--- src/rtl/spi_pkg.sv ---
// spi_pkg: shared state/command types for spi_master_cfg.
// Build option SPI_MASTER_CFG_LOOPBACK_EN is handled in the top.
package spi_pkg;

  localparam int SPI_DATA_W = 8;
  localparam int SPI_NUM_CS = 4;
  localparam int SPI_DIV_W  = 8;
  localparam int SPI_CS_W   =
    (SPI_NUM_CS > 1) ? $clog2(SPI_NUM_CS) : 1;
  localparam int SPI_LEN_W  =
    (SPI_DATA_W > 1) ? $clog2(SPI_DATA_W) : 1;

  typedef enum logic [2:0] {
    IDLE,
    SETUP,
    XFER,
    HOLD,
    DONE
  } spi_state_e;

  typedef struct packed {
    logic [SPI_DATA_W-1:0] data;
    logic [SPI_LEN_W-1:0]  len_m1;
    logic [SPI_CS_W-1:0]   cs_sel;
    logic                  cpol;
    logic                  cpha;
    logic                  lsb_first;
    logic [SPI_DIV_W-1:0]  div;
  } spi_cmd_t;

  function automatic logic spi_busy_st(
    spi_state_e s
  );
    return (s == SETUP) || (s == XFER) ||
           (s == HOLD);
  endfunction

  // tx bit for the idx-th position on the wire
  function automatic logic spi_tx_bit(
    spi_cmd_t             c,
    logic [SPI_LEN_W-1:0] idx
  );
    logic [SPI_LEN_W-1:0] pos;
    pos = c.lsb_first ? idx : c.len_m1 - idx;
    return c.data[pos];
  endfunction

endpackage

--- src/rtl/spi_sclk_gen.sv ---
// spi_sclk_gen: half-period divider, sclk toggling and
// lead/trail edge pulses with edge count for spi_master_cfg.
module spi_sclk_gen
  import spi_pkg::*;
#(
  parameter int   DIV_WIDTH = SPI_DIV_W,
  parameter int   EDGE_W    = SPI_LEN_W + 1,
  parameter logic IDLE_CPOL = 1'b0
) (
  input  logic                 clk,
  input  logic                 rstn,
  input  logic                 load,
  input  logic                 load_cpol,
  input  logic                 active,
  input  logic                 xfer,
  input  logic [DIV_WIDTH-1:0] div,
  input  logic [EDGE_W-1:0]    last_idx,
  output logic                 sclk,
  output logic                 div_hit,
  output logic                 lead_edge,
  output logic                 trail_edge,
  output logic [EDGE_W-1:0]    edge_cnt,
  output logic                 xfer_last
);

  logic [DIV_WIDTH-1:0] cnt_q, cnt_d;
  logic [EDGE_W-1:0]    ecnt_q, ecnt_d;
  logic                 sclk_q, sclk_d;
  logic                 edge_p;

  always_comb begin
    div_hit = active && (cnt_q == div);
    edge_p  = xfer && div_hit;
    cnt_d   = cnt_q;
    ecnt_d  = ecnt_q;
    sclk_d  = sclk_q;
    if (load) begin
      cnt_d  = '0;
      ecnt_d = '0;
      sclk_d = load_cpol;
    end else begin
      if (active)
        cnt_d = div_hit ? '0 : cnt_q + 1'b1;
      if (edge_p) begin
        ecnt_d = ecnt_q + 1'b1;
        sclk_d = ~sclk_q;
      end
    end
  end

  always_ff @(posedge clk or negedge rstn) begin
    if (!rstn) begin
      cnt_q  <= '0;
      ecnt_q <= '0;
      sclk_q <= IDLE_CPOL;
    end else begin
      cnt_q  <= cnt_d;
      ecnt_q <= ecnt_d;
      sclk_q <= sclk_d;
    end
  end

  assign sclk       = sclk_q;
  assign edge_cnt   = ecnt_q;
  assign lead_edge  = edge_p && !ecnt_q[0];
  assign trail_edge = edge_p && ecnt_q[0];
  assign xfer_last  = edge_p && (ecnt_q == last_idx);

endmodule

--- src/rtl/spi_master_cfg.sv ---
// spi_master_cfg: per-command configurable SPI master.
// Define SPI_MASTER_CFG_LOOPBACK_EN to sample mosi instead of miso.
module spi_master_cfg
  import spi_pkg::*;
#(
  parameter int   DATA_WIDTH = SPI_DATA_W,
  parameter int   NUM_CS     = SPI_NUM_CS,
  parameter int   DIV_WIDTH  = SPI_DIV_W,
  parameter logic IDLE_CPOL  = 1'b0,
  localparam int  CS_W  =
    (NUM_CS > 1) ? $clog2(NUM_CS) : 1,
  localparam int  LEN_W =
    (DATA_WIDTH > 1) ? $clog2(DATA_WIDTH) : 1
) (
  input  logic                  clk,
  input  logic                  rstn,
  input  logic                  cmd_valid,
  output logic                  cmd_ready,
  input  logic [DATA_WIDTH-1:0] data_send,
  input  logic [LEN_W-1:0]      bit_len_m1,
  input  logic [CS_W-1:0]       cs_sel,
  input  logic                  cpol,
  input  logic                  cpha,
  input  logic                  lsb_first,
  input  logic [DIV_WIDTH-1:0]  clk_div,
  output logic                  busy,
  output logic                  spi_done,
  output logic [DATA_WIDTH-1:0] data_recv,
  output logic                  sclk,
  output logic [NUM_CS-1:0]     csn,
  output logic                  mosi,
  input  logic                  miso
);

  localparam int EDGE_W = LEN_W + 1;

  spi_state_e            state_q, state_d;
  spi_cmd_t              cmd_q, cmd_d, cmd_in;
  logic                  mosi_q, mosi_d;
  logic [DATA_WIDTH-1:0] rx_q, rx_d;
  logic [DATA_WIDTH-1:0] recv_q, recv_d;
  logic [NUM_CS-1:0]     csn_q, csn_d;
  logic                  done_q, done_d;
  logic                  accept, rx_src;
  logic [LEN_W-1:0]      pair, nxt;
  logic                  div_hit, lead_edge;
  logic                  trail_edge, xfer_last;
  logic [EDGE_W-1:0]     edge_cnt;

`ifdef SPI_MASTER_CFG_LOOPBACK_EN
  logic unused_miso;
  assign unused_miso = miso;
  assign rx_src      = mosi_q;
`else
  assign rx_src      = miso;
`endif

  spi_sclk_gen #(
    .DIV_WIDTH (DIV_WIDTH),
    .EDGE_W    (EDGE_W),
    .IDLE_CPOL (IDLE_CPOL)
  ) u_sclk (
    .clk        (clk),
    .rstn       (rstn),
    .load       (accept),
    .load_cpol  (cmd_d.cpol),
    .active     (spi_busy_st(state_q)),
    .xfer       (state_q == XFER),
    .div        (cmd_q.div),
    .last_idx   ({cmd_q.len_m1, 1'b1}),
    .sclk       (sclk),
    .div_hit    (div_hit),
    .lead_edge  (lead_edge),
    .trail_edge (trail_edge),
    .edge_cnt   (edge_cnt),
    .xfer_last  (xfer_last)
  );

  always_comb begin
    cmd_in = '{
      data:      data_send,
      len_m1:    bit_len_m1,
      cs_sel:    cs_sel,
      cpol:      cpol,
      cpha:      cpha,
      lsb_first: lsb_first,
      div:       clk_div
    };
    accept = cmd_valid && (state_q == IDLE);
    cmd_d  = accept ? cmd_in : cmd_q;

    state_d = state_q;
    unique case (state_q)
      IDLE:    if (cmd_valid) state_d = SETUP;
      SETUP:   if (div_hit)   state_d = XFER;
      XFER:    if (xfer_last) state_d = HOLD;
      HOLD:    if (div_hit)   state_d = DONE;
      DONE:    state_d = IDLE;
      default: state_d = IDLE;
    endcase

    // CPHA=1 already drove bit 0 at accept
    pair   = edge_cnt[EDGE_W-1:1];
    nxt    = cmd_q.cpha ? pair : pair + LEN_W'(1);
    mosi_d = mosi_q;
    rx_d   = rx_q;
    if (accept) begin
      mosi_d = spi_tx_bit(cmd_in, '0);
      rx_d   = '0;
    end else begin
      if ((lead_edge && cmd_q.cpha &&
           pair != '0) ||
          (trail_edge && !cmd_q.cpha &&
           pair != cmd_q.len_m1))
        mosi_d = spi_tx_bit(cmd_q, nxt);
      if ((lead_edge && !cmd_q.cpha) ||
          (trail_edge && cmd_q.cpha)) begin
        if (cmd_q.lsb_first)
          rx_d[pair] = rx_src;
        else
          rx_d = {rx_q[DATA_WIDTH-2:0], rx_src};
      end
    end
    if (state_d == DONE) mosi_d = 1'b0;

    for (int i = 0; i < NUM_CS; i++)
      csn_d[i] = !(spi_busy_st(state_d) &&
                   cmd_d.cs_sel == CS_W'(i));

    done_d = (state_q == DONE);
    recv_d = done_d ? rx_q : recv_q;
  end

  always_ff @(posedge clk or negedge rstn) begin
    if (!rstn) begin
      state_q <= IDLE;
      cmd_q   <= '0;
      mosi_q  <= 1'b0;
      rx_q    <= '0;
      recv_q  <= '0;
      csn_q   <= '1;
      done_q  <= 1'b0;
    end else begin
      state_q <= state_d;
      cmd_q   <= cmd_d;
      mosi_q  <= mosi_d;
      rx_q    <= rx_d;
      recv_q  <= recv_d;
      csn_q   <= csn_d;
      done_q  <= done_d;
    end
  end

  assign cmd_ready = (state_q == IDLE);
  assign busy      = (state_q != IDLE) || done_q;
  assign spi_done  = done_q;
  assign data_recv = recv_q;
  assign csn       = csn_q;
  assign mosi      = mosi_q;

endmodule

--- config.mk ---
export PLATFORM = sky130hd
export DESIGN_NAME = spi_master_cfg
export DESIGN_NICKNAME = d
export VERILOG_FILES = /design/src/rtl/spi_pkg.sv /design/src/rtl/spi_sclk_gen.sv /design/src/rtl/spi_master_cfg.sv
export SDC_FILE = /design/constraint.sdc
export NUM_CORES = 1
export LEC_CHECK = 0
export ABC_AREA = 1
export BUFFER_PORTS_ARGS = -buffer_cell sky130_fd_sc_hd__buf_2
export CORE_MARGIN = 2
export CORE_UTILIZATION = 58
export DETAILED_ROUTE_END_ITERATION = 6
export HOLD_SLACK_MARGIN = 0.12
export PLACE_DENSITY = 0.8
export SLEW_MARGIN = 20
export SYNTH_ARGS = -nofsm -noshare
export SYNTH_HDL_FRONTEND = slang
export SYNTH_SLANG_ARGS = --single-unit
--- constraint.sdc ---
create_clock -name clk -period 3.34 [get_ports clk]
set_clock_uncertainty 0.05 [all_clocks]
set_input_delay 0.334 -clock clk [delete_from_list [all_inputs] [get_ports clk]]
set_output_delay 0.334 -clock clk [all_outputs]
set_load 0.01 [all_outputs]
==> reports/metrics.csv <==
stage;metric;value;unit
placed_design;routabilityCongestion;0.905;
detailed_routing;ant_nets;0;
logic_synthesis;synthCells;449;
cts;clkLatencyLatePin;0.34;ns
sta;maxSlewHeadroom;57.3;%
final_layout;final_cell_mix;nand2_1, dfrtp_1, buf_2, inv_1, nand3_1;
logic_synthesis;synth_seq_area_share;44.3;%
cts;cts_sinks;61;
detailed_routing;viasPerCell;5.20;
global_routing;grt_use_total;24.7;%
outcome;run_status;finished, final reports clean;
floorplanning;initial_core_util;59.1;%
critical_path;arrival;2.85;ns
logic_synthesis;postSynth.asyncResetShare;100;%
critical_path;end_kind;flip-flop;
pwr;power_frac_comb;43.0;%
detailed_routing;drt-wirelength-per-cell;12.6;microns
logic_synthesis;synth_edf_count;0;
sta;tns;0;ns
pwr;power_frac_clock;19.5;%
final_layout;final_nets;530;
global_routing;antenna_found_initial;0;
sta;finalHoldViolations;0;
detailed_routing;postRouteWirelength;7250;microns
sta;period_needed;2.62;ns
placed_design;portBuffers;44;
cts;htreeDepth;3;
sta;finalMaxSlewViolations;0;
logic_synthesis;netlist-cell-type-count;40;
critical_path;cp_max_fo;8;
cts;clk_path_buf_depth;2;
cts;cts_tree;built;
logic_synthesis;synth_warnings;0;
final_layout;final_layout_size_suffix_gt1_share;21.6;%
pwr;swShare;42.0;%
critical_path;worstPathRequired;3.57;ns
placed_design;dp.final_hpwl;5130;microns
global_routing;grt_pass1_wl;12400;microns
global_routing;grt_max_degree;51;
logic_synthesis;ys_ff_latch;61;
global_routing;grt_pass1_vias;2806;
detailed_routing;dr.pass1.iters;4;
logic_synthesis;synth_area_leader_cell;dfrtp_1;
cts;root_buffer;clkbuf_8;
sta;rsz0062_at_grt;no;
final_layout;area_growth;12.7;%
pwr;p_switching;1.39;mW
pwr;p_int;1.91;mW
pwr;power.density;846;mW/mm^2
final_layout;final_cell_area;0.00390;sq mm
floorplanning;fp.dieH;81.2;microns
floorplanning;core_area;0.00585;sq mm
pwr;peakVddDrop;0.405;mV
detailed_routing;via_count;2996;
logic_synthesis;syn_avg_cell_area;7.70;sq um
run;maxCapViolations;0;
detailed_routing;drt_iter0_drc;223;
floorplanning;die_w;81.2;microns
sta;max_freq;382;MHz
floorplanning;num_rows;28;
global_routing;grt-ovfl-total;0;
detailed_routing;drcViolationCount;0;
cts;clk_pin_slew;0.07;ns
logic_synthesis;ys_top_cells_by_area;dfrtp_1, nand2_1, nand3_1;
sta;finalCritPeriodShare;78.4;%
pwr;seqPwrFrac;37.5;%
critical_path;path_class;reg -> reg;
floorplanning;dieArea;0.00659;sq mm
logic_synthesis;ys.flop_type;dfrtp_1;
logic_synthesis;syn-num-nets;483;
sta;setup-violations-final;0;
sta;worst_pin_slew;0.641;ns
critical_path;cp-start-kind;flip-flop;
logic_synthesis;syn-cell-area;0.00346;sq mm
logic_synthesis;yosysTopAreaCellShare;41.3;%
min_path;hp-class;in -> reg;
placed_design;placed_area;0.00369;sq mm
final_layout;diodes;0;
final_layout;final_common_cell;nand2_1;
cts;cts-buffers-inserted;9;
floorplanning;ioPinCount;45;
pwr;leakagePower;2.04;nW
-- metal layers --
| layer | wire (microns) | share of wire, % | up-vias | track usage, % |
|---|---|---|---|---|
| met1 | 3330 | 46 | 1365 | 31.9 |
| met4 | 106 | 1.5 | 0 | 12.2 |
| li1 | - | - | 1552 | - |
| met2 | 3470 | 48 | 69 | 40.2 |
| met5 | 0 | 0 | - | 0 |
| met3 | 341 | 4.7 | 10 | 4.44 |
-- Yosys cell counts, types with 2 or more instances --
master and instances:
buf_12 2, nand3_1 36, nor2_2 3, xor2_1 5, or2_2 12, nor3_1 11, inv_1 37, nand2_2 5
nand4_1 12, clkinv_1 4, o22ai_1 6, a21oi_1 10, nand3_2 4, nand2_1 148, buf_2 5, o211ai_1 3
nor2_1 20, o21ai_0 30, ha_1 5, o21ai_2 2, inv_2 10, dfstp_2 4, dfrtp_1 57, or2_1 2
-- worst paths after layout --
path | from | end | slack, ns | cells after the start
setup / recovery | u_sclk.edge_cnt[2] | mosi | 0.72 | 13
hold / removal | clk_div[0] | cmd_q[0] | 0.15 | 3
setup reg to reg | u_sclk.edge_cnt[2] | mosi | 0.72 | 13
hold reg to reg | data_recv[0] | data_recv[0] | 0.43 | 2
max in group asynchronous | rstn | csn[0] | 2.09 | 3
min in group asynchronous | rstn | cmd_q[0] | 0.51 | 2
-- per-stage QoR --
stage,total power [mW],setup slack [ns],util (%),hold WS (ns),cells
2_1_floorplan,2.37,0.995,-,-0.0116,449
3_3_place_gp,2.59,0.889,63.1,0.408,559
3_5_place_dp,2.65,0.765,63.1,0.414,559
4_1_cts,3.31,0.747,66.4,0.136,575
5_1_grt,3.60,0.509,66.6,0.163,576
6_report,3.30,0.722,66.6,0.151,576
-- layout make-up --
cell class / count / area, sq um
tap: 75 / 93.8
sequential: 61 / 1530
multi-input combinational: 324 / 1630
timing repair buffer: 47 / 248
clock buffer: 11 / 141
fill: 521 / 1950
inverter: 53 / 206
clock inverter: 5 / 50.0
-- repair_timing --
item                                   CTS  global route
endpoints found under the hold margin    0            48
resized for setup                        0             0
hold buffers                             0             1
setup buffers                            0             0
setup endpoints to repair                0             0
-- registers in the layout, summed over array words and instances, names as in the netlist --
register / flops
cmd_q: 23
csn: 4
data_recv: 8
mosi: 1
rx_q: 8
spi_done: 1
state_q: 3
u_sclk.cnt_q: 8
u_sclk.edge_cnt: 4
u_sclk.sclk: 1
-- power groups by stage --
stage / clock network (mW) / registers (mW) / logic [mW]
floorplan: 0 / 1.20 / 1.18
global placement: 0 / 1.23 / 1.35
detailed placement: 0 / 1.25 / 1.41
CTS: 0.653 / 1.23 / 1.42
global route: 0.681 / 1.27 / 1.64
finish: 0.641 / 1.24 / 1.42
-- critical path, cell delays in order (launching register included) --
cell and delay [ns]:
dfrtp_1 0.47, clkinv_1 0.25, ha_1 0.33, nand2_1 0.06, nand2_1 0.09, fa_1 0.47
or2_2 0.28, nand2_1 0.12, inv_1 0.07, nand3_1 0.09, nand3_1 0.08, nand3_1 0.07
nand3_1 0.07, nand2_1 0.07
-- cell families after synthesis --
family / Yosys count / share of synthesized area, %
simple gates: 258 / 34.5
buf+inv: 64 / 8.65
flops: 61 / 44.3
compound gates: 54 / 8.58
xor+xnor: 6 / 1.52
fa+ha+maj: 6 / 2.39
Note: power is estimated with default switching activity, not from simulation.
